File: src/rtl/rs544522_lal7_syndrome.sv
// rtl/rs544522_lal7_syndrome.sv - 7-lane RS(544,522) syndrome calculator over GF(2^10)
module rs544522_lal7_syndrome #(
   parameter int W     = 10,
   parameter int R     = 22,
   parameter int L     = 7,
   parameter int BEATS = 78
) (
   input  logic         clk_i,
   input  logic         rst_ni,
   input  logic         start_i,
   input  logic         valid_i,
   input  logic         last_i,
   input  logic [W-1:0] r_blk_i [0:L-1],
   output logic         syn_valid_o,
   output logic [W-1:0] syn_o [0:R-1],
   output logic         clean_o,
   output logic         len_err_o
);

   // Flat GF(2^10) product, field polynomial x^10 + x^3 + 1
   function automatic logic [W-1:0] gf1024_mul_pb_k5_flat(input logic [W-1:0] a, input logic [W-1:0] b);
      logic [W-1:0] p;
      logic [W-1:0] x;
      p = '0;
      x = a;
      for (int i = 0; i < W; i++) begin
         if (b[i]) p = p ^ x;
         x = {x[W-2:0], 1'b0} ^ (x[W-1] ? 10'h009 : 10'h000);
      end
      return p;
   endfunction

   function automatic logic [W-1:0] gf_pow(input int e);
      logic [W-1:0] r;
      logic [W-1:0] b;
      r = 10'h001;
      b = 10'h002;
      for (int i = 0; i < 11; i++) begin
         if (e[i]) r = gf1024_mul_pb_k5_flat(r, b);
         b = gf1024_mul_pb_k5_flat(b, b);
      end
      return r;
   endfunction

   function automatic logic [R*W-1:0] gen_alpha_l();
      logic [R*W-1:0] v;
      v = '0;
      for (int j = 0; j < R; j++) v[j*W +: W] = gf_pow(L * j);
      return v;
   endfunction

   function automatic logic [L*R*W-1:0] gen_alpha_k();
      logic [L*R*W-1:0] v;
      v = '0;
      for (int k = 0; k < L; k++)
         for (int j = 0; j < R; j++)
            v[(k*R + j)*W +: W] = gf_pow(j * (L - 1 - k));
      return v;
   endfunction

   localparam logic [R*W-1:0]   ALPHA_L = gen_alpha_l();
   localparam logic [L*R*W-1:0] ALPHA_K = gen_alpha_k();

   typedef enum logic {IDLE, ACC} state_t;

   state_t       state_q, state_d;
   logic [W-1:0] acc_q  [0:R-1];
   logic [W-1:0] horner [0:R-1];
   logic [6:0]   cnt_q;
   logic         accept, publish, all_zero, len_err_d;

   always_comb begin
      all_zero = 1'b1;
      for (int j = 0; j < R; j++) begin
         horner[j] = start_i ? '0 : gf1024_mul_pb_k5_flat(acc_q[j], ALPHA_L[j*W +: W]);
         for (int k = 0; k < L; k++)
            horner[j] = horner[j] ^ gf1024_mul_pb_k5_flat(r_blk_i[k], ALPHA_K[(k*R + j)*W +: W]);
         if (horner[j] != '0) all_zero = 1'b0;
      end
      // A start beat is always beat index 0, even when it restarts a frame
      len_err_d = ((start_i ? 7'd0 : cnt_q) != 7'(BEATS - 1));
   end

   always_comb begin
      state_d = state_q;
      accept  = 1'b0;
      publish = 1'b0;
      case (state_q)
         IDLE: begin
            if (valid_i && start_i) begin
               accept = 1'b1;
               if (last_i) publish = 1'b1;
               else        state_d = ACC;
            end
         end
         ACC: begin
            if (valid_i) begin
               accept = 1'b1;
               if (last_i) begin
                  publish = 1'b1;
                  state_d = IDLE;
               end
            end
         end
         default: state_d = IDLE;
      endcase
   end

   always_ff @(posedge clk_i or negedge rst_ni) begin
      if (!rst_ni) state_q <= IDLE;
      else         state_q <= state_d;
   end

   always_ff @(posedge clk_i or negedge rst_ni) begin
      if (!rst_ni) begin
         for (int j = 0; j < R; j++) begin
            acc_q[j] <= '0;
            syn_o[j] <= '0;
         end
         cnt_q       <= '0;
         syn_valid_o <= 1'b0;
         clean_o     <= 1'b0;
         len_err_o   <= 1'b0;
      end else begin
         syn_valid_o <= publish;
         if (accept) begin
            acc_q <= horner;
            if (publish)           cnt_q <= '0;
            else if (start_i)      cnt_q <= 7'd1;
            else if (cnt_q != '1)  cnt_q <= cnt_q + 7'd1;
         end
         if (publish) begin
            syn_o     <= horner;
            len_err_o <= len_err_d;
            clean_o   <= all_zero & ~len_err_d;
         end
      end
   end

endmodule

File: config.mk
export PLATFORM = sky130hd
export DESIGN_NAME = rs544522_lal7_syndrome
export DESIGN_NICKNAME = d
export VERILOG_FILES = /design/src/rtl/rs544522_lal7_syndrome.sv
export SDC_FILE = /design/constraint.sdc
export NUM_CORES = 2
export LEC_CHECK = 0
export CORE_MARGIN = 10
export CORE_UTILIZATION = 47
export CTS_CLUSTER_DIAMETER = 60
export DETAILED_ROUTE_END_ITERATION = 8
export HOLD_SLACK_MARGIN = 0.02
export PLACE_DENSITY = 0.66
export SLEW_MARGIN = 20
export SYNTH_ARGS = -nofsm -noshare
export SYNTH_HDL_FRONTEND = slang
export SYNTH_SLANG_ARGS = --single-unit
File: constraint.sdc
create_clock -name clk_i -period 4.3 [get_ports clk_i]
set_input_delay 1.29 -clock clk_i [delete_from_list [all_inputs] [get_ports clk_i]]
set_output_delay 1.29 -clock clk_i [all_outputs]
set_load 0.005 [all_outputs]
Yosys cells after proc, flatten, opt, wreduce, memory -nomap -nowiden
Index checks and enable logic that the tools add are counted.

Register bits after elaboration: 451. Bits of input ports: 75. Output and inout port bits: 223. Logic and storage cells: 1033.

Add/sub/neg operators: 1. Eq/ne operators: 2. Muxes and demuxes: 275. Bitwise logic cells: 681. Reduce and logical (&&, ||, !) cells: 25.

Operator list (number): bitwise XOR 10 bit (499); bitwise XOR 10 x 4 -> 10 bit (179); 2-to-1 mux 4 bit (216); 2-to-1 mux 10 bit (22); nonzero test 10 bit (22); 2-to-1 mux 1 bit (30); 2-to-1 mux 7 bit (4); != test 7 bit (second input constant) (2); adder 7 x 1 -> 7 bit (second input constant) (1); one-hot mux 1 bit (2 select lines) (3); nonzero test 3 bit (1); NOT 1 bit (2); AND reduction 2 bit (1); AND 1 bit (1); logical AND 1 bit (1).

Longest topological paths before layout
Depth in word-level cells: 45. Gate-level depth with buffers: 14. Mapped depth without buffers: 10.

Least setup slack after synthesis
OpenSTA, ideal clock, no wires.

Kind: in2reg. From: input r_blk_i[37] (netlist name). To: register clean_o. Library setup time: 103 ps. Data arrival time: 4369 ps. Data required time: 4197 ps. Setup slack: -173 ps. Cell stages on the path: 11. Buffers on the path: 1. Cells stage by stage: buf_2 xnor2_1 xnor3_2 xor2_2 xnor3_1 xnor2_1 nand4_1 or4_1 nor4_1 nand4_1 o41ai_2.

Cells in the longest elaborated chain, start to end: 35. Elaborated cells on any way between the ends: 188. Those cells by class: mux (23); bitwise (143); reduce/logical (22).

Ends and longest elaborated chain: from (decl) (line 13) `input logic [W-1:0] r_blk_i [0:L-1],`; bitwise XOR 10 bit (2 in a row) (line 28) `x = {x[W-2:0], 1'b0} ^ (x[W-1] ? 10'h009 : 10'h000);`; 2-to-1 mux 4 bit (line 28); bitwise XOR 10 bit (5 in a row) (line 28); bitwise XOR 10 bit (2 in a row); bitwise XOR 10 bit (4 in a row) (line 77) `horner[j] = horner[j] ^ gf1024_mul_pb_k5_flat(r_blk_i[k], ALPHA_K[(k*R + j)*W +: W]);`; nonzero test 10 bit (line 78) `if (horner[j] != '0) all_zero = 1'b0;`; 2-to-1 mux 1 bit (18 in a row) (line 78); 2-to-1 mux 1 bit * (line 78); AND 1 bit * (line 135) `clean_o <= all_zero & ~len_err_d;`; to (signal assigned) (line 135); to (decl) (line 16) `output logic clean_o,`.

Mark *: on every way between the ends. The rest lies on a longest branch, timed or not. A chain may end at the register's enable or synchronous reset.

Worst setup path in the final report
From: input r_blk_i[54] (netlist name). To: register clean_o.

Cells in the longest elaborated chain, start to end: 37. Elaborated cells on any way between the ends: 237. Those cells by class: mux (23); bitwise (192); reduce/logical (22).

Ends and longest elaborated chain: bitwise XOR 10 bit (line 28); bitwise XOR 10 x 4 -> 10 bit (line 28); bitwise XOR 10 bit (line 28); bitwise XOR 10 x 4 -> 10 bit (line 28); bitwise XOR 10 bit (line 28); 2-to-1 mux 4 bit (line 28); bitwise XOR 10 x 4 -> 10 bit (line 28); bitwise XOR 10 bit (line 28); bitwise XOR 10 bit; bitwise XOR 10 bit (line 27) `if (b[i]) p = p ^ x;`; bitwise XOR 10 bit (6 in a row) (line 77); nonzero test 10 bit (line 78); 2-to-1 mux 1 bit (18 in a row) (line 78); 2-to-1 mux 1 bit * (line 78); AND 1 bit * (line 135).

Marks and branches as above.

==> impl_metrics.toml <==
[outcome]
outcome = "finished with violations"
failing_checks = "negative setup slack"

[cts]
cts_root_buf = "clkbuf_16"
tritoncts = "built"
worst_setup_hold_path_clk_slew_ns = 0.06
ctsHoldBuffers = 0
cts-buffers-inserted = 49
max-clock-path-buffers = 3
clk_latency_ns = 0.69
clkSinkCount = 451
htree_levels = 2

[logic_synthesis]
number_of_flops_mapped_to_enable_cells_by_yosys = 0
largest_family_of_logic_cells_by_synthesized_area = "XOR/XNOR gates"
synth_compound_gate_area_share_pct = 5.43
post-synth-top-area-fraction_pct = 37.0
seq_area_frac_synth_pct = 26.7
yosys.cell_count.top_type = "xnor2_1"
synth_top_cell_by_area = "xnor2_1"
ys.warnings.count = 0
synth_area_per_cell_um2 = 9.52
ys_types = 41
synth_area_leaders = "xnor2_1 37%, dfrtp_1 27%, xor2_1 11%"
synthFlopType = "dfrtp_1"
async_reset_ff_share_pct = 100
postSynthNetCount = 4521
post_synth_mux_area_share_pct = 0.0503
synthSimpleGateAreaFrac_pct = 7.51
ys_ff_latch = 451
synthAdderAreaFrac_pct = 0.0296
syn-instance-count = 4445
synth_xor_area_share_pct = 57.5
synth_area_um2 = 42300
synth_common_cells = "1788 x xnor2_1, 534 x xor2_1, 492 x nand2_1, 451 x dfrtp_1, 441 x o21ai_0"

[floorplan]
initial_utilization_pct = 47.6
core_um2 = 88800
placementRows = 109
design.die.area_um2 = 102000
chipHeight_um = 320
chipWidth_um = 320
ios = 298

[placement]
finalWeightedCongestion = 1.21
post-place-ws_ns = -1.90
dp_cells = 7263
io_buffer_count = 297
place.detailed.hpwl_mm = 212

[grt]
globalRouteOverflowTotal = 0
groute.usage.overall_pct = 48.5
antenna_found_initial = 11
vias_in_the_first_global_route = 41700
grt_start_max_net_pins = 217
grt_pass1_wl_mm = 340

[layout]
final_nets = 6383
final_cell_count_no_fill = 7514
area.growth.synth_to_final_pct = 55.4
post_route_cells_drive_above_1_share_pct = 35.6

[sta]
final_clock_period_utilization_by_the_worst_path_pct = 105
report.final.slew_viol_count = 0
setup_repair_after_global_routing_missed_its_margin = "yes"
min_period_ns = 4.50
setup_viol_count_final = 1
worst_slack_ns = -0.204
achievable-frequency_ghz = 0.222
slew_headroom_pct = 34.1
report.final.hold_viol_count = 0
worst_clock_skew_ns = 0.0677
worst-slew-pin-transition_ns = 0.989

[detailed_routing]
drtIter0Drc = 5884
drtAntennaViolNets = 0
drt-pass1-iter-count = 6
detail_route.wl_per_cell_um = 33.9
routed-via-count = 42300
route.final.wire_length_mm = 255
drc = 0
detail_routed_via_count_per_cell = 5.63

[setup_path]
critical_path_launch_point_type = "input pin"
critPathMaxFanout = 4
critPathRequiredTime_ns = 4.83
worstSetupEndpointType = "flop"
timing_worst_setup_path_type = "input pin to flop"
worstPathArrival_ns = 5.04

[min_path]
hold_wc_path_type = "flop to flop"

[job]
max_cap_violations = 0
==> cells in the final DEF (no fill, tap or decap), drive strengths merged, types with 4 or more instances in the layout <==
master         count
xor2             544
clkbuf            69
diode              5
bufinv             5
xnor2           1819
nor4               9
xor3              15
buf             1764
nand2            492
xnor3            127
clkdlybuf4s15     10
a21oi              7
nand4             37
nor2b             10
dlymetal6s2s       4
clkinvlp           4
nor2             182
clkinv            12
clkdlybuf4s50    237
and4              14
o21ai            443
nand3             11
dfrtp            451
inv               16
and2               4
dlygate4sd2       36
==> through the flow <==
stage	hold WS (ns)	TNS [ns]	util (%)	area, um2
2_1_floorplan	0.442	0	-	42400
4_1_cts	0.483	0	72.9	64700
6_report	0.475	-0.204	74.0	65700
5_1_grt	0.494	-0.183	74.0	65700
3_5_place_dp	0.469	-63.61	66.6	59100
3_3_place_gp	0.454	-61.89	66.6	59100
==> final cells by class <==
cell class | instances | area, um2
timing repair buffer | 2059 | 18100
antenna | 5 | 12.5
inverter | 10 | 37.5
fill | 6234 | 23100
multi-input combinational | 3736 | 33100
clock inverter | 27 | 349
tap | 1165 | 1460
sequential | 451 | 11300
clock buffer | 61 | 1340
==> kinds of logic after synthesis <==
family / after synthesis
mux: 2
fa+ha+maj: 1
xor+xnor: 2505
buf+inv: 258
compound gates: 455
flops: 451
simple gates: 773
==> state kept, by name, indices dropped and copies added, names as in the netlist <==
register / flops
syn_valid_o: 1
syn_o: 220
cnt_q: 7
clean_o: 1
acc_q: 220
state_q: 1
len_err_o: 1
==> worst paths after layout <==
| check | start | endpoint | slack [ns] | cells past startpoint |
|---|---|---|---|---|
| hold / removal | syn_o[3] | syn_o[3] | 0.47 | 2 |
| setup reg to reg | acc_q[44] | clean_o | 0.24 | 10 |
| max in group asynchronous | rst_ni | syn_o[114] | 2.57 | 2 |
| setup / recovery | r_blk_i[54] | clean_o | -0.20 | 16 |
| hold reg to reg | syn_o[3] | syn_o[3] | 0.47 | 2 |
| min in group asynchronous | rst_ni | syn_o[216] | 0.69 | 1 |
==> worst max-delay path, cell delays in order <==
cell,delay (ns)
clkdlybuf4s15_2,0.27
buf_4,0.18
buf_4,0.18
xnor2_1,0.45
xnor2_2,0.27
xnor2_1,0.19
buf_4,0.15
buf_4,0.12
xnor2_1,0.27
xnor2_1,0.18
xnor2_1,0.13
buf_4,0.16
nand4_1,0.36
nor4_4,0.33
nand4_1,0.16
o41ai_2,0.34
==> per-layer routing <==
metal	track usage [%]	part of all wire, %	wire length, um
met3	20.1	14	36100
met4	36.8	9.9	25300
met2	68.4	40	101000
met1	58.1	36	92100
met5	0	0.037	94
==> timing repair <==
item	CTS	global route
setup buffers	133	38
resized for setup	501	131
setup endpoints to repair	9	1
pin swaps	151	90
cloned	0	0
endpoints found under the hold margin	0	0
Power is not shown: default switching activity piles up to over one toggle a cycle in this logic, so the estimate is an artifact.
